==> config.mk <==
export PLATFORM = sky130hd
export DESIGN_NAME = gpio_result_port
export DESIGN_NICKNAME = d
export VERILOG_FILES = /design/src/rtl/gpio_pkg.sv /design/src/rtl/edge_counter.sv /design/src/rtl/gpio_result_port.sv
export SDC_FILE = /design/constraint.sdc
export NUM_CORES = 1
export LEC_CHECK = 0
export ABC_AREA = 1
export CORE_MARGIN = 2
export CORE_UTILIZATION = 40
export DETAILED_ROUTE_END_ITERATION = 12
export GPL_ROUTABILITY_DRIVEN = 0
export HOLD_SLACK_MARGIN = 0.1
export PLACE_DENSITY = 0.9
export SETUP_SLACK_MARGIN = 0.02
export SLEW_MARGIN = 20
export SYNTH_ARGS = -nofsm -noshare
export SYNTH_HDL_FRONTEND = slang
export SYNTH_HIERARCHICAL = 1
export SYNTH_SLANG_ARGS = --single-unit
==> constraint.sdc <==
create_clock -name clk -period 3.13 [get_ports clk]
set_input_delay 0.4695 -clock clk [delete_from_list [all_inputs] [get_ports clk]]
set_output_delay 0.4695 -clock clk [all_outputs]
set_load 0.05 [all_outputs]
==> src/rtl/gpio_pkg.sv <==
// Shared GPIO constants, so the data-memory decoder and the result port
// agree on the port address and the bus widths.
package gpio_pkg;

    localparam int unsigned GPIO_DATA_W    = 32;
    localparam int unsigned GPIO_ADDR_W    = 32;
    localparam logic [31:0] GPIO_BASE_ADDR = 32'h0000_ABCD;
    localparam int unsigned GPIO_HITS      = 2;

endpackage

==> src/rtl/edge_counter.sv <==
// Counts distinct runs of a match signal and pulses fire_c on the edge that
// detects every HITS-th run.
module edge_counter
    import gpio_pkg::*;
#(
    parameter int unsigned HITS = GPIO_HITS
) (
    input  logic clk,
    input  logic rst,
    input  logic match,
    output logic fire_c
);

    localparam int unsigned CNT_W = $clog2(HITS + 1);

    logic             match_q;
    logic [CNT_W-1:0] count;
    logic             hit_c;
    logic             last_c;

    // A hit is the first sampled cycle of a matching run.
    assign hit_c  = match & ~match_q;
    assign last_c = (count == CNT_W'(HITS - 1));
    assign fire_c = hit_c & last_c;

    always_ff @(posedge clk or posedge rst) begin
        if (rst) begin
            match_q <= 1'b0;
            count   <= '0;
        end else begin
            match_q <= match;
            if (hit_c) begin
                count <= last_c ? '0 : count + CNT_W'(1);
            end
        end
    end

endmodule

==> src/rtl/gpio_result_port.sv <==
// Memory-mapped result port: latches the write-data bus into salida on every
// HITS-th distinct access to GPIO_ADDR.
module gpio_result_port
    import gpio_pkg::*;
#(
    parameter int unsigned          DATA_W    = GPIO_DATA_W,
    parameter int unsigned          ADDR_W    = GPIO_ADDR_W,
    parameter logic [ADDR_W-1:0]    GPIO_ADDR = ADDR_W'(GPIO_BASE_ADDR),
    parameter int unsigned          HITS      = GPIO_HITS
) (
    input  logic              clk,
    input  logic              rst,
    input  logic [ADDR_W-1:0] direccion,
    input  logic [DATA_W-1:0] datos,
    output logic [DATA_W-1:0] salida
);

    logic match_c;
    logic fire_c;

    assign match_c = (direccion == GPIO_ADDR);

    edge_counter #(
        .HITS   (HITS)
    ) u_edge_counter (
        .clk    (clk),
        .rst    (rst),
        .match  (match_c),
        .fire_c (fire_c)
    );

    // datos only reaches salida on the detecting edge of the final access.
    always_ff @(posedge clk or posedge rst) begin
        if (rst) begin
            salida <= '0;
        end else if (fire_c) begin
            salida <= datos;
        end
    end

endmodule

* Word level (Yosys, flattened, before mapping) *
Cells that the tools add are included.

storage, ports and cells
  flip-flop bits (word level) = 35
  bits of input ports = 66

operators by class
  add/sub/neg operators = 1
  equal/unequal tests = 2
  muxes and demuxes = 1
  bitwise operators = 3

operators with widths
  kind                                                   number
  equality test 32 x 16 -> 1 bit, second input constant  1
  adder 2 x 1 -> 2 bit, second input constant            1
  bitwise AND 1 bit                                      2
  equality test 2 x 1 -> 1 bit, second input constant    1
  2-to-1 mux 2 bit                                       1
  NOT 1 bit                                              1

* Depth between registers and ports, before layout *
Gate-level depths: netlist of the first run.

  word-level depth = 3
  gate-level depth with buffers = 11
  depth with buffers taken out = 9

* By module *
Netlist of the first run, hierarchy kept.

by module, submodules not included
  module            instances  cells an instance  area an instance (um^2)  seq. area each (um^2)
  gpio_result_port  1          107                1491.4                   800.8
  edge_counter      1          13                 125.1                    75.1

* Least setup slack after synthesis of the first run *
OpenSTA, ideal clock, no wires.

  path kind = input-to-reg
  start = in direccion[29]
  end = reg salida[0]
  setup time = 0.125 ns
  data arrival time = 1.710 ns
  data required time = 3.005 ns
  path slack = 1.295 ns
  stages = 10
  buffers on the path = 2
  cell sequence = nor2_1 -> nand2_1 -> nor2_1 -> nand2_1 -> nor2_1 -> nand3_2 -> nor2_2 -> buf_6 -> buf_12 -> mux2_4

on the way
  longest elaborated chain between the ends = 3

RTL lines
  item                            RTL line                text
  start, declared                 gpio_result_port.sv:13  input logic [ADDR_W-1:0] direccion,
  equality test 32 x 16 -> 1 bit  gpio_result_port.sv:21  assign match_c = (direccion == GPIO_ADDR);
  named net match_c               gpio_result_port.sv:18  logic match_c;
  bitwise AND 1 bit               edge_counter.sv:22      assign hit_c = match & ~match_q;
  bitwise AND 1 bit               edge_counter.sv:24      assign fire_c = hit_c & last_c;
  named net fire_c                gpio_result_port.sv:19  logic fire_c;
  end signal, assigned            gpio_result_port.sv:37  salida <= datos;
  end, declared                   gpio_result_port.sv:15  output logic [DATA_W-1:0] salida

The timed path passes the listed nets, and every way through them passes these cells.
A chain may end at the register's enable or synchronous reset.

* Worst setup path in the final report of the first run *
  start = in direccion[2]
  end = reg salida[20]

The elaborated chain is that of the path after synthesis.

==> results of run 1 <==
-- how the worst max path moves through the flow --
| stage | slack (ns) | cells past startpoint | to |
|---|---|---|---|
| final | 0.79 | 11 | salida[20] |
| after global routing | 0.60 | 10 | salida[9] |
| after CTS | 0.77 | 11 | salida[20] |
| after detailed placement | 0.47 | 11 | salida[20] |
| after global placement | 0.57 | 11 | salida[17] |
| after floorplan | 1.30 | 10 | salida[0] |
-- power by group through the flow --
stage | Sequential (mW) | Combinational [mW] | Clock (mW)
final | 0.452 | 0.0997 | 0.303
after global routing | 0.452 | 0.109 | 0.331
after CTS | 0.452 | 0.101 | 0.311
after detailed placement | 0.461 | 0.101 | 0
after global placement | 0.461 | 0.100 | 0
after floorplan | 0.461 | 0.0150 | 0
-- Yosys cell counts (all sizes together) --
cell	count
buf	4
nor2	19
dfrtp	35
mux2	32
nand3	1
nand3b	1
nand2	17
inv	11
-- state kept, by name, indices dropped and copies added, names as in the netlist --
register and cells:
salida 32, u_edge_counter/count 2, u_edge_counter/match_q 1
-- final cells by class --
| type | count | share of cell area [%] |
|---|---|---|
| multi-input cells | 70 | 23.5 |
| clock inverters | 1 | 0.186 |
| clock buffers | 7 | 2.83 |
| flip-flops and latches | 35 | 32.5 |
| well taps | 50 | 2.32 |
| inverters | 11 | 1.53 |
| repair buffers | 99 | 37.1 |
-- per-layer routing --
metal / track usage (%) / part of all wire (%) / vias to the layer above / routed length [um]
met1: 21.3 / 39 / 568 / 1440
met3: 3.17 / 7.7 / 7 / 283
met5: 0 / 0 / - / 0
li1: - / - / 584 / -
met2: 28.9 / 51 / 59 / 1880
met4: 7.40 / 1.9 / 0 / 71
-- worst max-delay path, delay by kind of cell --
family,cells,cell delay (ns)
simple gates,7,0.93
buf+inv,3,0.76
mux,1,0.33
-- logic make-up after synthesis --
group,after synthesis,share of synthesized area (%)
buffers and inverters,15,6.97
AND/OR/NAND/NOR,38,9.60
flip-flops,35,54.2
multiplexers,32,29.3
-- through the flow --
step	power [mW]	cell area, um^2	std cells	hold slack [ns]	setup WS [ns]
after global placement	0.561	2610	265	0.498	0.573
after CTS	0.864	2690	273	0.390	0.770
after global routing	0.892	2690	273	0.409	0.600
after detailed placement	0.562	2610	265	0.492	0.470
final	0.855	2690	273	0.390	0.793
after floorplan	0.476	1620	120	0.223	1.30
==> results.toml, run 1 <==
[setup_path]
cp_common_cell = "nand2_1"
crit-reg2reg-launch = "u_edge_counter/match_q"
crit_type = "primary input to flop"
cp-start-kind = "primary input"
ff2ff_path_depth = 5
cp-startpoint = "direccion[2]"
end_kind = "flop"
crit_fanout = 25
worstPathCellList = "clkdlybuf4s50_1 > nand2_1 > inv_1 > nand2_1 > nor2_1 > nand2_1 > nor2_1 > nand3_2 > nor2_4 > buf_12 > mux2_4"
worst_ep_required_time_ns = 3.29
critPathMaxStageDelay_ns = 0.45
arrival_ns = 2.50
rrSetupSlack_ns = 1.55
timing.rr.end = "salida[20]"
cpMaxStageDelayCell = "clkdlybuf4s50_1"

[sta]
skew_ns = 0.00669
slew_violations = 0
fmax_ghz = 0.428
finalSetupTns_ns = 0
setup_viol = 0
period_minus_slack_ns = 2.34
slew_headroom_pct = 48.8
rsz0062_at_grt = "false"
finalCritPeriodShare_pct = 74.7
worst_pin_slew_ns = 0.767
hold_viol = 0

[floorplan]
fp.dieW_um = 67.6
dieArea_um2 = 4570
initial_core_util_pct = 41.0
ios = 98
die_h_um = 67.6
fp.coreArea_um2 = 3940
row_count = 23

[power_and_ir_drop]
p_comb_share_pct = 11.7
sw_frac_of_total_pct = 20.0
power.internal_uw = 684
clock_power_share_pct = 35.4
p_leak_nw = 1.23
p_switching_uw = 171
sequentialPowerShare_pct = 52.9
ir_worst_vdd_mv = 0.182
power.density_nw_per_um2 = 317

[final_layout]
multi_input_area_um2 = 633
nets = 288
layout_commonest_cell = "clkdlybuf4s50_1"
area_growth_pct = 66.6
utilization_pct = 68.3
fill_cells = 289
n_antenna_cell = 0
seq_area_um2 = 876
drive_gt1_share_pct = 18.8
final_cell_mix = "clkdlybuf4s50_1, dfrtp_1, mux2_4, nor2_1, nand2_1"

[place]
hpwl_um = 2890
io_buffers = 97

[hold_path]
holdCritPathClass = "primary input to asynchronous set/reset pin"

[run_status]
outcome = "finished clean"

[grt]
grt_max_degree = 26
grt_usage_pct = 17.1
grt_pass1_wl_um = 5770
first_global_vias = 1244
antenna_found_initial = 0
grt_overflow = 0

[synth]
synth_area_leaders = "dfrtp_1, mux2_4, nor2_1"
netlist_area_um2 = 1620
syn_inst = 120
postSynthAreaPerCell_um2 = 13.5
netlist.area_leader.share_pct = 54.2
yosysUniqueCellTypes = 11
synth_nets = 186
synth_warnings = 6
ys_ff_latch = 35
yosysSeqAreaShare_pct = 54.2
synth_top_area_cell = "dfrtp_1"

[routing]
remaining_drc_errors = 0
avgRoutedWirePerCell_um = 13.5
first_pass_iters = 4
vias_per_cell = 4.46
dr_total_vias = 1218
ant_nets = 0
drt_iter0_drc = 72
wirelength_um = 3680

[job]
drv_cap = 0

[clock_network]
cts_setup_buffers = 0
insertion_delay_ns = 0.28
cts.clk_slew.worst_paths_ns = 0.06
cts_root_buf = "clkbuf_8"
cts-buffers-inserted = 5
holdBufCountCts = 0
tritoncts = "done"
cts-resized-gates = 0
cts.sinks = 35
cts_buffer_depth = 2
htreeDepth = 2
Power figures use the tool's default switching activity.
==> run 2: changes to the inputs <==
--- a/config.mk
+++ b/config.mk
@@ -7,11 +7,11 @@
 export LEC_CHECK = 0
 export ABC_AREA = 1
 export CORE_MARGIN = 2
-export CORE_UTILIZATION = 40
+export CORE_UTILIZATION = 33
 export DETAILED_ROUTE_END_ITERATION = 12
 export GPL_ROUTABILITY_DRIVEN = 0
 export HOLD_SLACK_MARGIN = 0.1
-export PLACE_DENSITY = 0.9
+export PLACE_DENSITY = 0.8
 export SETUP_SLACK_MARGIN = 0.02
 export SLEW_MARGIN = 20
 export SYNTH_ARGS = -nofsm -noshare
==> constraint.sdc (replaced) <==
create_clock -name clk -period 1.9 [get_ports clk]
set_input_delay 0.285 -clock clk [delete_from_list [all_inputs] [get_ports clk]]
set_output_delay 0.285 -clock clk [all_outputs]
set_load 0.05 [all_outputs]
==> run 2 against run 1 <==
Effect of this change: routed wire length increased by 1.6%; critical endpoint is now salida[24]; hold slack lost 0.20 ns; total power up 83%; combinational power up 63%; final area rose by 8.5%; die area rose by 20%; non-clock buffer count is 9 higher; clock-buffer cell count down 2; first-iteration DRC count shrank 75%; clock power is 120% higher; critical path type unchanged; sequential cell count is the same; register-to-register slack got worse by 1.1 ns.
==> results.toml, run 2 (synthesis results as in run 1) <==
[final_layout]
area_growth_pct = 80.7
largest_reg_flops = 32
regMostFlops = "salida"
seq_area_um2 = 876
layout_commonest_cell = "clkdlybuf4s50_1"
fill_cells = 375
final_cell_mix = "clkdlybuf4s50_1, dfrtp_1, mux2_4, nor2_1, nand2_1"
multi_input_area_um2 = 639
largest_registers = "salida (32), u_edge_counter/count (2), u_edge_counter/match_q (1)"
drive_gt1_share_pct = 23.3
n_antenna_cell = 0
nets = 297

[floorplan]
ios = 98
row_count = 25
fp.coreArea_um2 = 4720
initial_core_util_pct = 34.2
dieArea_um2 = 5470
fp.dieW_um = 74.0
die_h_um = 74.0

[clock_network]
cts_buffer_depth = 2
cts.clk_slew.worst_paths_ns = 0.07
tritoncts = "done"
cts.sinks = 35
holdBufCountCts = 0
cts-buffers-inserted = 5
cts_root_buf = "clkbuf_8"
insertion_delay_ns = 0.28
htreeDepth = 2

[grt]
top_usage_layer = "met2"
first_global_vias = 1163
grt_max_degree = 25
grt_overflow = 0
grtUsageMet3_pct = 4.07
grt_usage_pct = 12.5
grt_pass1_wl_um = 5130
antenna_found_initial = 0
grt_use_met2_pct = 21.6
use_met1_pct = 14.3

[place]
hpwl_um = 2690
io_buffers = 97
dp_slack_ns = -0.285

[setup_path]
crit_type = "primary input to flop"
worstPathCellList = "clkdlybuf4s50_1 > nor2_1 > nand2_1 > nor2_1 > nand2_1 > nor2_2 > nand3_2 > nor2_4 > buf_6 > buf_12 > mux2_4"
cpMaxStageDelayCell = "clkdlybuf4s50_1"
critPathMaxStageDelay_ns = 0.39
end_kind = "flop"
crit_buf_inv = 3
cp_num_cells = 11
crit_fanout = 8
cp_top_family = "simple AND/OR/NAND/NOR gates"
arrival_ns = 2.00
cp-start-kind = "primary input"
ff2ff_path_depth = 6
worst_ep_required_time_ns = 2.07

[power_and_ir_drop]
power.density_nw_per_um2 = 536
ir_worst_vdd_mv = 0.337
p_leak_nw = 1.44

[sta]
skew_ns = 0.00514
slew_headroom_pct = 65.7
fin_hold_ws_ns = 0.192
period_minus_slack_ns = 1.83
worst_pin_slew_ns = 0.513
hold_viol = 0
slew_violations = 0
fmax_ghz = 0.545
setup_viol = 0
timing.final.ws_setup_ns = 0.0655
finalSetupTns_ns = 0
finalCritPeriodShare_pct = 96.6

[hold_path]
holdCritPathClass = "primary input to asynchronous set/reset pin"

[routing]
vias_per_cell = 4.16
drt_iter0_drc = 18
dr_total_vias = 1245
remaining_drc_errors = 0
ant_nets = 0
first_pass_iters = 4
avgRoutedWirePerCell_um = 12.5
wirelength_um = 3740

[job]
drv_cap = 0

[run_status]
outcome = "finished clean"
-- run 2: cell count changes in the layout (fill, tap and decap cells not counted), moves of 2 or more --
cell | before | now
clkdlybuf4s50_1 | 97 | 83
buf_6 | 0 | 2
dlymetal6s2s_1 | 0 | 14
buf_12 | 1 | 3
clkbuf_16 | 0 | 2
clkbuf_1 | 2 | 0
buf_4 | 1 | 4
-- run 2: worst paths after layout --
path / to / from / slack, ns
max in group asynchronous: salida[10] / rst / 1.13
min reg2reg: salida[17] / salida[17] / 0.51
min in group clk: salida[17] / salida[17] / 0.51
max reg2reg: salida[24] / u_edge_counter/match_q / 0.47
min: u_edge_counter/count[1] / rst / 0.19
max: salida[24] / direccion[20] / 0.07
-- run 2: repair_timing --
item                                    in CTS  in global routing
gates cloned                                 0                  2
resized for setup                            0                 18
pin swaps                                    0                 22
buffers inserted                             0                  5
endpoints found under the setup margin       1                 31
-- run 2: metal layers --
layer	up-vias	share of wire, %
met5	-	0
met4	0	1.3
met3	4	5.8
met2	53	51
met1	581	41
li1	607	-
-- run 2: cell type report --
class                           instances  area share (%)
Timing Repair Buffer                  108            40.0
Sequential cell                        35            30.0
Multi-Input combinational cell         70            21.9
Tap cell                               67            2.87
Clock buffer                            5            2.36
Clock inverter                          3            1.50
Inverter                               11            1.41
-- run 2: power breakdown --
part	total, mW	internal (mW)	switching, mW
Clock	0.660	0.390	0.269
Sequential	0.744	0.744	0.000000000669
Combinational	0.163	0.122	0.0411
Total	1.57	1.26	0.310
-- run 2: through the flow --
step                      area [um^2]  power [mW]  util (%)  instances
after CTS                        2790        1.59      59.0        292
after detailed placement         2670       0.928      56.6        284
after global placement           2670       0.925      56.6        284
final                            2920        1.57      61.9        299
after floorplan                  1620       0.784         -        120
after global routing             2920        1.63      61.9        299
==> run 3: changes to the inputs <==
--- a/config.mk
+++ b/config.mk
@@ -7,11 +7,13 @@
 export LEC_CHECK = 0
 export ABC_AREA = 1
 export CORE_MARGIN = 2
-export CORE_UTILIZATION = 33
+export CORE_UTILIZATION = 34
+export CTS_BUF_LIST = sky130_fd_sc_hd__clkbuf_2
 export DETAILED_ROUTE_END_ITERATION = 12
 export GPL_ROUTABILITY_DRIVEN = 0
 export HOLD_SLACK_MARGIN = 0.1
-export PLACE_DENSITY = 0.8
+export PLACE_DENSITY = 0.82
+export RECOVER_POWER = 50
 export SETUP_SLACK_MARGIN = 0.02
 export SLEW_MARGIN = 20
 export SYNTH_ARGS = -nofsm -noshare
==> run 3 against run 2 <==
Effect of this change: die area shrank 2.8%; clock-buffer cell count up 1; largest power group unchanged; total power shrank 21%; global-route usage increased by 1.5 points; critical path type is now flop to output port; sequential cell count stayed put; final cell count down 4.0%; non-clock buffer count increased by 1; via count shrank 0.32%; largest cell class unchanged.
==> results.toml, run 3 (synthesis results as in run 1) <==
[sta]
worst_pin_slew_ns = 0.619
slew_headroom_pct = 58.9
fmax_ghz = 0.553
slew_violations = 0
finalCritPeriodShare_pct = 95.3
rsz0062_at_grt = "false"
skew_ns = 0.0109
timing.final.ws_setup_ns = 0.0902
period_minus_slack_ns = 1.81
setup_viol = 0
hold_viol = 0

[grt]
grt_pass1_wl_um = 5550
grt_max_degree = 18
grt_overflow = 0
first_global_vias = 1229
grt_usage_pct = 14.0
antenna_found_initial = 0

[routing]
drt_iter0_drc = 39
first_pass_iters = 5
dr_total_vias = 1241
vias_per_cell = 4.32
avgRoutedWirePerCell_um = 13.6
remaining_drc_errors = 0
ant_nets = 0
wirelength_um = 3910

[final_layout]
utilization_pct = 58.0
drive_gt1_share_pct = 21.0
area_growth_pct = 67.1
nets = 298
seq_area_um2 = 876
layout_commonest_cell = "clkdlybuf4s50_1"
regMostFlops = "salida"
n_antenna_cell = 0
multi_input_area_um2 = 631
largest_registers = "salida (32), u_edge_counter/count (2), u_edge_counter/match_q (1)"
fill_cells = 397
largest_reg_flops = 32
final_cell_mix = "clkdlybuf4s50_1, dfrtp_1, mux2_4, nor2_1, nand2_1"

[place]
dp_slack_ns = -0.319
io_buffers = 97
hpwl_um = 2890

[power_and_ir_drop]
p_switching_uw = 279
sw_frac_of_total_pct = 22.5
power.internal_uw = 958
clock_power_share_pct = 26.4
sequentialPowerShare_pct = 60.3
p_comb_share_pct = 13.3
power.density_nw_per_um2 = 458
ir_worst_vdd_mv = 0.257
p_leak_nw = 1.43

[run_status]
outcome = "finished clean"

[setup_path]
critPathMaxStageDelay_ns = 0.80
worstPathCellList = "clkdlybuf4s50_1"
cp_top_family = "buffers and inverters"
cp-start-kind = "flop"
crit_buf_inv = 1
crit_type = "flop to output port"
cpMaxStageDelayCell = "clkdlybuf4s50_1"
arrival_ns = 1.52
worst_ep_required_time_ns = 1.62
end_kind = "output port"
crit_fanout = 2

[clock_network]
cts_buffer_depth = 2
insertion_delay_ns = 0.36
htreeDepth = 2
cts.clk_slew.worst_paths_ns = 0.17
tritoncts = "done"
cts_root_buf = "clkbuf_2"
cts-buffers-inserted = 5
cts.sinks = 35

[floorplan]
row_count = 25
die_h_um = 73.0
fp.coreArea_um2 = 4660
fp.dieW_um = 73.0
dieArea_um2 = 5320
initial_core_util_pct = 34.7
ios = 98

[hold_path]
holdCritPathClass = "primary input to flop"

[job]
drv_cap = 0
run 3: cell count changes in the layout (fill, tap and decap cells not counted), sizes merged:
| cell | previous run | this run |
|---|---|---|
| dlymetal6s2s | 14 | 8 |
| bufinv | 1 | 0 |
| dlygate4sd2 | 0 | 13 |
| clkdlybuf4s50 | 83 | 62 |
| buf | 9 | 6 |
| dlygate4sd3 | 0 | 2 |
| clkbuf | 7 | 24 |
run 3: area by class of cell:
type	instances	share of cell area, %
multi-input combinational	70	23.3
clock buffer	6	1.11
tap	54	2.50
sequential	35	32.4
inverter	11	1.53
clock inverter	2	0.278
timing repair buffer	109	38.8
run 3: worst paths after layout:
check	start	end	slack, ns	depth (start not counted)
max	salida[9]	salida[9]	0.09	1
min	direccion[13]	u_edge_counter/match_q	0.43	8
max reg2reg	u_edge_counter/match_q	salida[11]	0.45	6
min reg2reg	salida[24]	salida[24]	0.53	1
max in group asynchronous	rst	salida[6]	0.33	4
min in group asynchronous	rst	u_edge_counter/match_q	0.78	3
run 3: timing repair:
item | 4_1_cts | 5_1_grt
resized for setup | 13 | 22
cloned | 0 | 2
endpoints found under the hold margin | 3 | 0
setup endpoints to repair | 13 | 33
buffers inserted | 0 | 2
pin swaps | 0 | 10
hold buffers | 1 | 0
run 3: metrics by stage:
stage / TNS, ns / power [mW] / instance area (um^2) / std cells / hold WS [ns]
floorplan: 0 / 0.784 / 1620 / 120 / 0.0386
global placement: -7.01 / 0.928 / 2680 / 274 / 0.493
detailed placement: -9.43 / 0.930 / 2680 / 274 / 0.491
CTS: 0 / 1.27 / 2710 / 283 / 0.483
global route: 0 / 1.31 / 2700 / 287 / 0.455
finish: 0 / 1.24 / 2700 / 287 / 0.434
run 3: tightest hold or removal path, delay by kind of cell:
kind | cells | cell delay [ns]
buffers and inverters | 3 | 0.27
and+or+nand+nor | 5 | 0.21
run 3: per-layer routing:
| layer | wire, um | track usage (%) | up-vias |
|---|---|---|---|
| li1 | - | - | 608 |
| met1 | 1620 | 17.0 | 573 |
| met3 | 243 | 4.01 | 6 |
| met4 | 71 | 6.17 | 0 |
| met5 | 0 | 0 | - |
| met2 | 1970 | 22.9 | 54 |
run 3: power by group through the flow:
| stage | registers, mW | clock network, mW | logic (mW) |
|---|---|---|---|
| floorplan | 0.759 | 0 | 0.0247 |
| global placement | 0.759 | 0 | 0.170 |
| detailed placement | 0.759 | 0 | 0.171 |
| CTS | 0.746 | 0.347 | 0.173 |
| global route | 0.746 | 0.381 | 0.181 |
| finish | 0.745 | 0.326 | 0.165 |
